## src/rtl/debug_pkg.sv

```systemverilog
// Shared types and constants for the debug-mode sequencing controller.
// Holds the FSM encoding, dcsr cause codes and the dcsr field layout.
package debug_pkg;

    typedef enum logic [2:0] {
        ST_RUN   = 3'd0,
        ST_STEP  = 3'd1,
        ST_ENTER = 3'd2,
        ST_HALT  = 3'd3,
        ST_EXIT  = 3'd4
    } dbg_state_e;

    localparam logic [2:0] CAUSE_NONE      = 3'd0;
    localparam logic [2:0] CAUSE_EBREAK    = 3'd1;
    localparam logic [2:0] CAUSE_TRIGGER   = 3'd2;
    localparam logic [2:0] CAUSE_HALTREQ   = 3'd3;
    localparam logic [2:0] CAUSE_STEP      = 3'd4;
    localparam logic [2:0] CAUSE_RESETHALT = 3'd5;

    localparam logic [3:0] XDEBUGVER = 4'd4;

    localparam int DCSR_EBREAKM   = 15;
    localparam int DCSR_EBREAKS   = 13;
    localparam int DCSR_EBREAKU   = 12;
    localparam int DCSR_STOPCYCLE = 10;
    localparam int DCSR_STOPTIME  = 9;
    localparam int DCSR_STEP      = 2;
    localparam int DCSR_PRV_LO    = 0;

    localparam logic [1:0] PRV_U = 2'd0;
    localparam logic [1:0] PRV_S = 2'd1;
    localparam logic [1:0] PRV_M = 2'd3;

    typedef struct packed {
        logic [3:0]  xdebugver;
        logic [11:0] rsvd_27_16;
        logic        ebreakm;
        logic        ebreakh;
        logic        ebreaks;
        logic        ebreaku;
        logic        rsvd_11;
        logic        stopcycle;
        logic        stoptime;
        logic [2:0]  cause;
        logic [2:0]  rsvd_5_3;
        logic        step;
        logic [1:0]  prv;
    } dcsr_t;

    // WARL filter: only privilege levels that exist may be restored.
    function automatic logic prv_legal(
        input logic [1:0] p,
        input logic       has_s,
        input logic       has_u
    );
        return (p == PRV_M) ||
               ((p == PRV_S) && has_s) ||
               ((p == PRV_U) && has_u);
    endfunction

endpackage

```

## src/rtl/debug_cause_arb.sv

```systemverilog
// Priority encoder choosing which debug-entry cause wins this cycle.
// Produces CAUSE_NONE and no enter flag when the hart is not running.
module debug_cause_arb
    import debug_pkg::*;
(
    input  logic       i_active,
    input  logic       i_in_step,
    input  logic       i_trigger,
    input  logic       i_ebreak,
    input  logic       i_haltreq,
    input  logic       i_step_done,
    input  logic       i_resethalt,
    output logic       o_enter,
    output logic [2:0] o_cause
);

    always_comb begin
        o_cause = CAUSE_NONE;
        if (i_active) begin
            if (i_trigger) begin
                o_cause = CAUSE_TRIGGER;
            end else if (i_ebreak) begin
                o_cause = CAUSE_EBREAK;
            end else if (i_haltreq) begin
                o_cause = CAUSE_HALTREQ;
            end else if (i_in_step && i_step_done) begin
                o_cause = CAUSE_STEP;
            end else if (i_resethalt) begin
                o_cause = CAUSE_RESETHALT;
            end
        end
    end

    assign o_enter = (o_cause != CAUSE_NONE);

endmodule

```

## src/rtl/debug_mode_ctrl.sv

```systemverilog
// Debug Mode entry/exit sequencer owning the dcsr fields.
// Bridges Debug Module halt/resume requests and core retire/redirect.
module debug_mode_ctrl
    import debug_pkg::*;
#(
    parameter bit HAS_S = 1'b0,
    parameter bit HAS_U = 1'b1
) (
    input  logic        clock,
    input  logic        reset_n,
    input  logic        resethaltreq,
    input  logic        haltreq,
    input  logic        resumereq,
    input  logic        retire_valid,
    input  logic        trap_valid,
    input  logic        ebreak_valid,
    input  logic        trigger_hit,
    input  logic [1:0]  cur_prv,
    input  logic        csr_wr_en,
    input  logic [31:0] csr_wdata,
    output logic [31:0] dcsr_rdata,
    output logic        debug_mode,
    output logic        halted,
    output logic        resumeack,
    output logic        dpc_capture,
    output logic        redirect_dpc,
    output logic [1:0]  restore_prv,
    output logic        ebreak_to_debug,
    output logic        stop_count,
    output logic        stop_time,
    output logic        step_irq_mask
);

    dbg_state_e r_state;
    dbg_state_e w_next_state;

    logic       r_first;
    logic       r_ebm;
    logic       r_ebs;
    logic       r_ebu;
    logic       r_sc;
    logic       r_st;
    logic       r_step;
    logic [1:0] r_prv;
    logic [2:0] r_cause;

    logic       w_in_step;
    logic       w_active;
    logic       w_step_done;
    logic       w_enter;
    logic [2:0] w_cause;
    logic       w_wr;
    logic       w_resume;
    logic       w_dm;
    logic       w_ebreak_en;
    logic       w_unused;
    dcsr_t      w_dcsr;

    assign w_in_step   = (r_state == ST_STEP);
    assign w_active    = (r_state == ST_RUN) | w_in_step;
    assign w_step_done = retire_valid | trap_valid;
    assign w_wr        = (r_state == ST_HALT) & csr_wr_en;
    assign w_resume    = (r_state == ST_HALT) & resumereq & ~haltreq;
    assign w_dm        = (r_state == ST_ENTER) |
                         (r_state == ST_HALT)  |
                         (r_state == ST_EXIT);

    always_comb begin
        w_ebreak_en = 1'b0;
        unique case (cur_prv)
            PRV_M:   w_ebreak_en = r_ebm;
            PRV_S:   w_ebreak_en = r_ebs;
            PRV_U:   w_ebreak_en = r_ebu;
            default: w_ebreak_en = 1'b0;
        endcase
    end

    assign ebreak_to_debug = ebreak_valid & w_ebreak_en;

    debug_cause_arb u_arb (
        .i_active    (w_active),
        .i_in_step   (w_in_step),
        .i_trigger   (trigger_hit),
        .i_ebreak    (ebreak_to_debug),
        .i_haltreq   (haltreq),
        .i_step_done (w_step_done),
        .i_resethalt (r_first & resethaltreq),
        .o_enter     (w_enter),
        .o_cause     (w_cause)
    );

    always_comb begin
        w_next_state = r_state;
        unique case (r_state)
            ST_RUN, ST_STEP: begin
                if (w_enter) begin
                    w_next_state = ST_ENTER;
                end
            end
            ST_ENTER: w_next_state = ST_HALT;
            ST_HALT: begin
                if (w_resume) begin
                    w_next_state = ST_EXIT;
                end
            end
            // r_step already holds any write made alongside resumereq
            ST_EXIT:  w_next_state = r_step ? ST_STEP : ST_RUN;
            default:  w_next_state = ST_RUN;
        endcase
    end

    always_ff @(posedge clock or negedge reset_n) begin
        if (!reset_n) begin
            r_state <= ST_RUN;
        end else begin
            r_state <= w_next_state;
        end
    end

    always_ff @(posedge clock or negedge reset_n) begin
        if (!reset_n) begin
            r_first <= 1'b1;
            r_ebm   <= 1'b0;
            r_ebs   <= 1'b0;
            r_ebu   <= 1'b0;
            r_sc    <= 1'b0;
            r_st    <= 1'b0;
            r_step  <= 1'b0;
            r_prv   <= PRV_M;
            r_cause <= CAUSE_NONE;
        end else begin
            r_first <= 1'b0;
            if (w_enter) begin
                r_cause <= w_cause;
                r_prv   <= cur_prv;
            end
            if (w_wr) begin
                r_ebm  <= csr_wdata[DCSR_EBREAKM];
                r_sc   <= csr_wdata[DCSR_STOPCYCLE];
                r_st   <= csr_wdata[DCSR_STOPTIME];
                r_step <= csr_wdata[DCSR_STEP];
                if (HAS_S) begin
                    r_ebs <= csr_wdata[DCSR_EBREAKS];
                end
                if (HAS_U) begin
                    r_ebu <= csr_wdata[DCSR_EBREAKU];
                end
                if (prv_legal(csr_wdata[DCSR_PRV_LO +: 2], HAS_S, HAS_U)) begin
                    r_prv <= csr_wdata[DCSR_PRV_LO +: 2];
                end
            end
        end
    end

    always_comb begin
        w_dcsr           = '0;
        w_dcsr.xdebugver = XDEBUGVER;
        w_dcsr.ebreakm   = r_ebm;
        w_dcsr.ebreakh   = 1'b0;
        w_dcsr.ebreaks   = r_ebs;
        w_dcsr.ebreaku   = r_ebu;
        w_dcsr.stopcycle = r_sc;
        w_dcsr.stoptime  = r_st;
        w_dcsr.cause     = r_cause;
        w_dcsr.step      = r_step;
        w_dcsr.prv       = r_prv;
    end

    assign w_unused = ^{csr_wdata[31:16], csr_wdata[14],
                        csr_wdata[11], csr_wdata[8:3]};

    assign dcsr_rdata    = w_dcsr;
    assign debug_mode    = w_dm;
    assign halted        = (r_state == ST_HALT);
    assign dpc_capture   = (r_state == ST_ENTER);
    assign resumeack     = (r_state == ST_EXIT);
    assign redirect_dpc  = (r_state == ST_EXIT);
    assign restore_prv   = (r_state == ST_EXIT) ? r_prv : 2'b00;
    assign stop_count    = w_dm & r_sc;
    assign stop_time     = w_dm & r_st;
    assign step_irq_mask = r_step & ~w_dm;

endmodule

```

## config.mk

```make
export PLATFORM = sky130hd
export DESIGN_NAME = debug_mode_ctrl
export DESIGN_NICKNAME = d
export VERILOG_FILES = /design/src/rtl/debug_pkg.sv /design/src/rtl/debug_cause_arb.sv /design/src/rtl/debug_mode_ctrl.sv
export SDC_FILE = /design/constraint.sdc
export NUM_CORES = 1
export LEC_CHECK = 0
export BUFFER_PORTS_ARGS = -buffer_cell sky130_fd_sc_hd__buf_4
export CORE_ASPECT_RATIO = 0.75
export CORE_MARGIN = 1
export CORE_UTILIZATION = 40
export DETAILED_ROUTE_END_ITERATION = 8
export HOLD_SLACK_MARGIN = 0.06
export PLACE_DENSITY_LB_ADDON = 0.25
export REMOVE_ABC_BUFFERS = 1
export SYNTH_ARGS = -nofsm -noshare
export SYNTH_HDL_FRONTEND = slang
export SYNTH_SLANG_ARGS = --single-unit
export TNS_END_PERCENT = 5
```

## constraint.sdc

```tcl
create_clock -name clock -period 2.3 [get_ports clock]
set_input_delay 0.46 -clock clock [delete_from_list [all_inputs] [get_ports clock]]
set_output_delay 0.46 -clock clock [all_outputs]
set_load 0.01 [all_outputs]
```

Yosys cells after proc, flatten, opt, wreduce, memory -nomap -nowiden

Cells that the tools add are included.

Bits in latches: 0
Logic and storage cells: 55
Memory bits (read-only): 0
Flip-flop bits (word level): 14
Output and inout port bits: 43
Memories kept: 0
RAM bits: 0
Bits of input ports: 44

Reduce and logical (&&, ||, !) cells: 8
Muxes and demuxes: 15
Order comparisons: 0
Equal/unequal tests: 9
Div/mod/pow operators: 0
Shift-type cells: 0
Add/subtract/negate cells: 0
$mul: 0
Bitwise gates (word level): 14

Operators by type and width:

| operator             | number |
|---|---|
| $mux W3              | 8 |
| $pmux W3 S4          | 1 |
| $and A1 B1 Y1        | 8 |
| $mux W2              | 4 |
| $eq A3 B2 Y1 const B | 2 |
| $eq A2 B2 Y1 const B | 2 |
| $logic_not A2 Y1     | 2 |
| $ne A2 B1 Y1 const B | 2 |
| $or A1 B1 Y1         | 4 |
| $eq A3 B1 Y1 const B | 1 |
| $eq A3 B3 Y1 const B | 1 |
| $logic_not A3 Y1     | 1 |
| $pmux W1 S3          | 1 |
| $reduce_bool A3 Y1   | 1 |
| $eq A2 B1 Y1 const B | 1 |
| $not A1 Y1           | 2 |
| $reduce_and A2 Y1    | 1 |
| $reduce_or A2 Y1     | 1 |
| $logic_and A1 B1 Y1  | 1 |
| $logic_or A1 B1 Y1   | 1 |
| $mux W1              | 1 |

Logic depth before layout (Yosys ltp)

Word-level depth: 11
Gate-level depth with buffers: 7
Depth with buffers taken out: 7

Hierarchy

Synthesis repeated with hierarchy kept, for this count alone.

Cells, all modules: 104
Area total of the unflattened synthesis: 1038.5 µm²

Modules (own cells, without submodules):

| module          | cells an instance | area each (µm²) | times used | seq. area each (µm²) |
|---|---|---|---|---|
| debug_mode_ctrl | 94                | 967.2           | 1          | 354.1 |
| debug_cause_arb | 10                | 71.3            | 1          | 0.0 |

Least setup slack after synthesis

OpenSTA, ideal clock, no wires.

Path kind: reg2out
Start: register r_state[0]
End: output stop_count
Arrival: 1367 ps
Data required time: 1840 ps
Stages on the path, launching flop included: 4
Path buffers: 0
Path slack: 473 ps
Cells stage by stage: dfrtp_1 -> nor3b_1 -> nor2_1 -> nor2b_1

Elaborated cells between the ends (all ways): 6
Those cells by class: 3 x eq/ne; 3 x bitwise

RTL lines:

| element                  | RTL line               | source |
|---|---|---|
| start: declaration       | debug_mode_ctrl.sv:34  | `dbg_state_e r_state;` |
| start signal: assignment | debug_mode_ctrl.sv:116 | `r_state <= w_next_state;` |
| $eq A3 B3 Y1             | -                      |  |
| net redirect_dpc         | debug_mode_ctrl.sv:26  | `output logic redirect_dpc,` |
| $or A1 B1 Y1             | debug_mode_ctrl.sv:65  | `(r_state == ST_HALT) \|` |
| $and A1 B1 Y1            | debug_mode_ctrl.sv:179 | `assign stop_count = w_dm & r_sc;` |
| end: declaration         | debug_mode_ctrl.sv:29  | `output logic stop_count,` |

The timed path passes the listed nets, and every way through them passes these cells.

Worst setup path after layout

Start: input cur_prv[0]
End: output ebreak_to_debug

Word-level cells in the longest chain between the ends: 3
Elaborated cells between the ends (all ways): 5
Those cells by class: 2 x eq/ne; 1 x mux; 1 x bitwise; 1 x reduce/logical

Ends and longest elaborated chain:

| element                                    | RTL line              | source |
|---|---|---|
| start: declaration                         | debug_mode_ctrl.sv:18 | `input logic [1:0] cur_prv,` |
| $eq A2 B1 Y1, or another cell as far along | debug_mode_ctrl.sv:70 | `unique case (cur_prv)` |
| $pmux W1 S3 (*)                            | debug_mode_ctrl.sv:70 |  |
| $and A1 B1 Y1 (*)                          | debug_mode_ctrl.sv:78 | `assign ebreak_to_debug = ebreak_valid & w_ebreak_en;` |
| end: declaration                           | debug_mode_ctrl.sv:28 | `output logic ebreak_to_debug,` |

Every way passes the cells marked *; elsewhere a longest branch is shown, timed or not.

==> impl_metrics.py <==
metrics = {
    "final_layout": {
        "n_antenna_cell": 0,
        "final_nets": 187,
        "nFillCells": 229,
        "drive_gt1_share_pct": 40.7,
        "syn_to_final_growth_pct": 26.4,
    },
    "critical_path": {
        "reg2regPathDepth": 5,
        "reg2reg_from": "r_state[2]",
        "r2r-end": "r_prv[1]",
        "cp-end-kind": "output port",
        "required_ns": 1.84,
        "path_class": "primary input to output port",
        "startpoint_type": "primary input",
        "cp.arrival_ns": 1.57,
        "path_max_fanout": 8,
        "rrSetupSlack_ns": 0.59,
    },
    "yosys": {
        "synth_edf_count": 0,
        "synthesis.area_sq_um": 975,
        "synth_common_cells": "buf_4 (28), dfrtp_1 (11), inv_1 (6)",
        "ys_ff_latch": 14,
        "yosysTopAreaCellShare_pct": 28.2,
        "yosysMostFrequentCell": "buf_4",
        "yosys.area.top_type": "dfrtp_1",
        "avgSynthCellArea_sq_um": 9.56,
        "synth-main-ff-cell": "dfrtp_1",
        "synthArstFlopShare_pct": 100,
        "yosys_warnings": 1,
        "synth_seq_area_share_pct": 36.3,
        "synthTopCellsByArea": "dfrtp_1 (28%), buf_4 (22%), dfstp_2 (8.1%)",
        "synth_cells": 102,
        "synthDistinctLibCells": 30,
    },
    "sta": {
        "hold_viol": 0,
        "fin_crit_sh_pct": 88.1,
        "rsz0062_at_grt": "no",
        "max_freq_mhz": 494,
        "tns_ns": 0,
        "finalSetupViolations": 0,
        "final.min_clock_period_ns": 2.03,
        "max_slew.worst_pin.slew_ns": 0.509,
        "slew_headroom_pct": 65.9,
        "fin_skew_ns": 0.00579,
        "report.final.slew_viol_count": 0,
    },
    "clock_network": {
        "cts.htree.levels": 1,
        "cts_tree": "yes",
        "cts.clk_slew.worst_paths_ns": 0.08,
        "ctsResizeCount": 0,
        "root_buffer": "clkbuf_4",
        "cts_sinks": 14,
        "postCtsSetupBuffers": 0,
        "cts_buffers": 3,
        "cts_buffer_depth": 2,
        "clock_latency_ns": 0.29,
    },
    "min_path": {
        "worstHoldEndpoint": "r_step",
        "hold_start": "csr_wdata[2]",
        "hold_depth": 2,
        "worstHoldPathType": "primary input to register",
    },
    "place": {
        "dpl.hpwl_mm": 1.53,
        "gp_congestion": 0.808,
        "io_buffer_count": 39,
    },
    "status": {
        "status": "completed",
    },
    "grt": {
        "grt_max_degree": 15,
        "track_usage_pct": 16.2,
        "grt_pass1_wl_mm": 3.13,
        "antenna_found_initial": 0,
        "grt_pass1_vias": 717,
        "grt_overflow": 0,
    },
    "drt": {
        "ant_nets": 0,
        "firstDrtPassIters": 4,
        "drtIter0Drc": 16,
        "wire_per_inst_um": 11.0,
        "vias_per_cell": 4.49,
        "drcViolationCount": 0,
        "wl_mm": 1.92,
        "vias": 781,
    },
    "die": {
        "pin_count": 87,
        "die_w_um": 59,
        "dieArea_sq_um": 2640,
        "row_count": 15,
        "die_h_um": 44.8,
        "initial_core_util_pct": 42.2,
        "fp.coreArea_sq_um": 2310,
    },
    "pwr": {
        "leakage_nw": 0.621,
        "powerDensity_nw_per_um2": 1100,
        "ir_worst_vdd_mv": 0.504,
        "total_power_mw": 1.36,
    },
    "flow_run": {
        "maxCapViolCount": 0,
    },
}
[critical path, stage by stage]
cell and delay (ns):
buf_4 0.08, inv_1 0.04, ha_1 0.29, nor3b_2 0.47
buf_4 0.21
[where the power goes]
group          total, mW  internal [mW]  switching (mW)
logic              0.704          0.378           0.326
clock network      0.177         0.0965          0.0804
registers          0.477          0.373           0.104
total               1.36          0.847           0.511
[cell families after synthesis]
group,share of synthesized area (%)
AOI/OAI and AO/OA,14.5
adders and majority gates,2.57
buffers and inverters,23.9
DFF,36.3
muxes,5.78
other,0.771
and+or+nand+nor,16.2
[placed cells by master (no fill, tap or decap), types with 4 or more instances in the layout]
master	instances
buf_4	40
inv_1	6
mux2_2	5
dfrtp_1	11
a21oi_1	5
conb_1	23
o21ai_0	4
and2_1	4
a211oi_1	4
[stage by stage]
step / hold WS (ns) / instance area [sq um] / cells / utilization [%] / setup WS [ns]
after floorplan: 0.164 / 843 / 95 / - / 0.297
after global placement: 0.320 / 1190 / 169 / 51.4 / 0.303
after detailed placement: 0.320 / 1190 / 169 / 51.4 / 0.286
after CTS: 0.398 / 1230 / 174 / 53.4 / 0.276
after global routing: 0.388 / 1230 / 174 / 53.4 / 0.189
final: 0.399 / 1230 / 174 / 53.4 / 0.275
[sequential cells by signal, summed over array words and instances, names as in the netlist]
| name | count |
|---|---|
| r_step | 1 |
| r_cause | 3 |
| r_ebu | 1 |
| r_state | 3 |
| r_first | 1 |
| r_st | 1 |
| r_prv | 2 |
| r_sc | 1 |
| r_ebm | 1 |
[timing repair]
item | CTS | global route
endpoints found under the setup margin | 0 | 0
hold buffers | 1 | 0
endpoints found under the hold margin | 11 | 0
[area by class of cell]
class	count	area (sq um)	area share [%]
flip-flops and latches	14	354	28.7
multi-input cells	75	467	37.9
clock buffers	4	36.3	2.94
well taps	34	42.5	3.45
inverters	6	22.5	1.83
repair buffers	41	310	25.2
[layer usage]
layer	wire length, um	share of wire (%)	GRT usage [%]	vias up
met5	0	0	0	-
met4	18	0.94	5.71	0
met3	106	5.5	6.30	2
met2	974	51	26.8	34
met1	819	43	19.3	370
li1	-	-	-	375
[worst max path at each step]
stage                      end        from  slack [ns]
2_1_floorplan       stop_count  r_state[0]        0.30
3_3_place_gp   ebreak_to_debug  cur_prv[0]        0.30
3_5_place_dp   ebreak_to_debug  cur_prv[0]        0.29
4_1_cts        ebreak_to_debug  cur_prv[0]        0.28
5_1_grt        ebreak_to_debug  cur_prv[0]        0.19
6_report       ebreak_to_debug  cur_prv[0]        0.27
No activity file was read; power rests on OpenSTA's default activity.
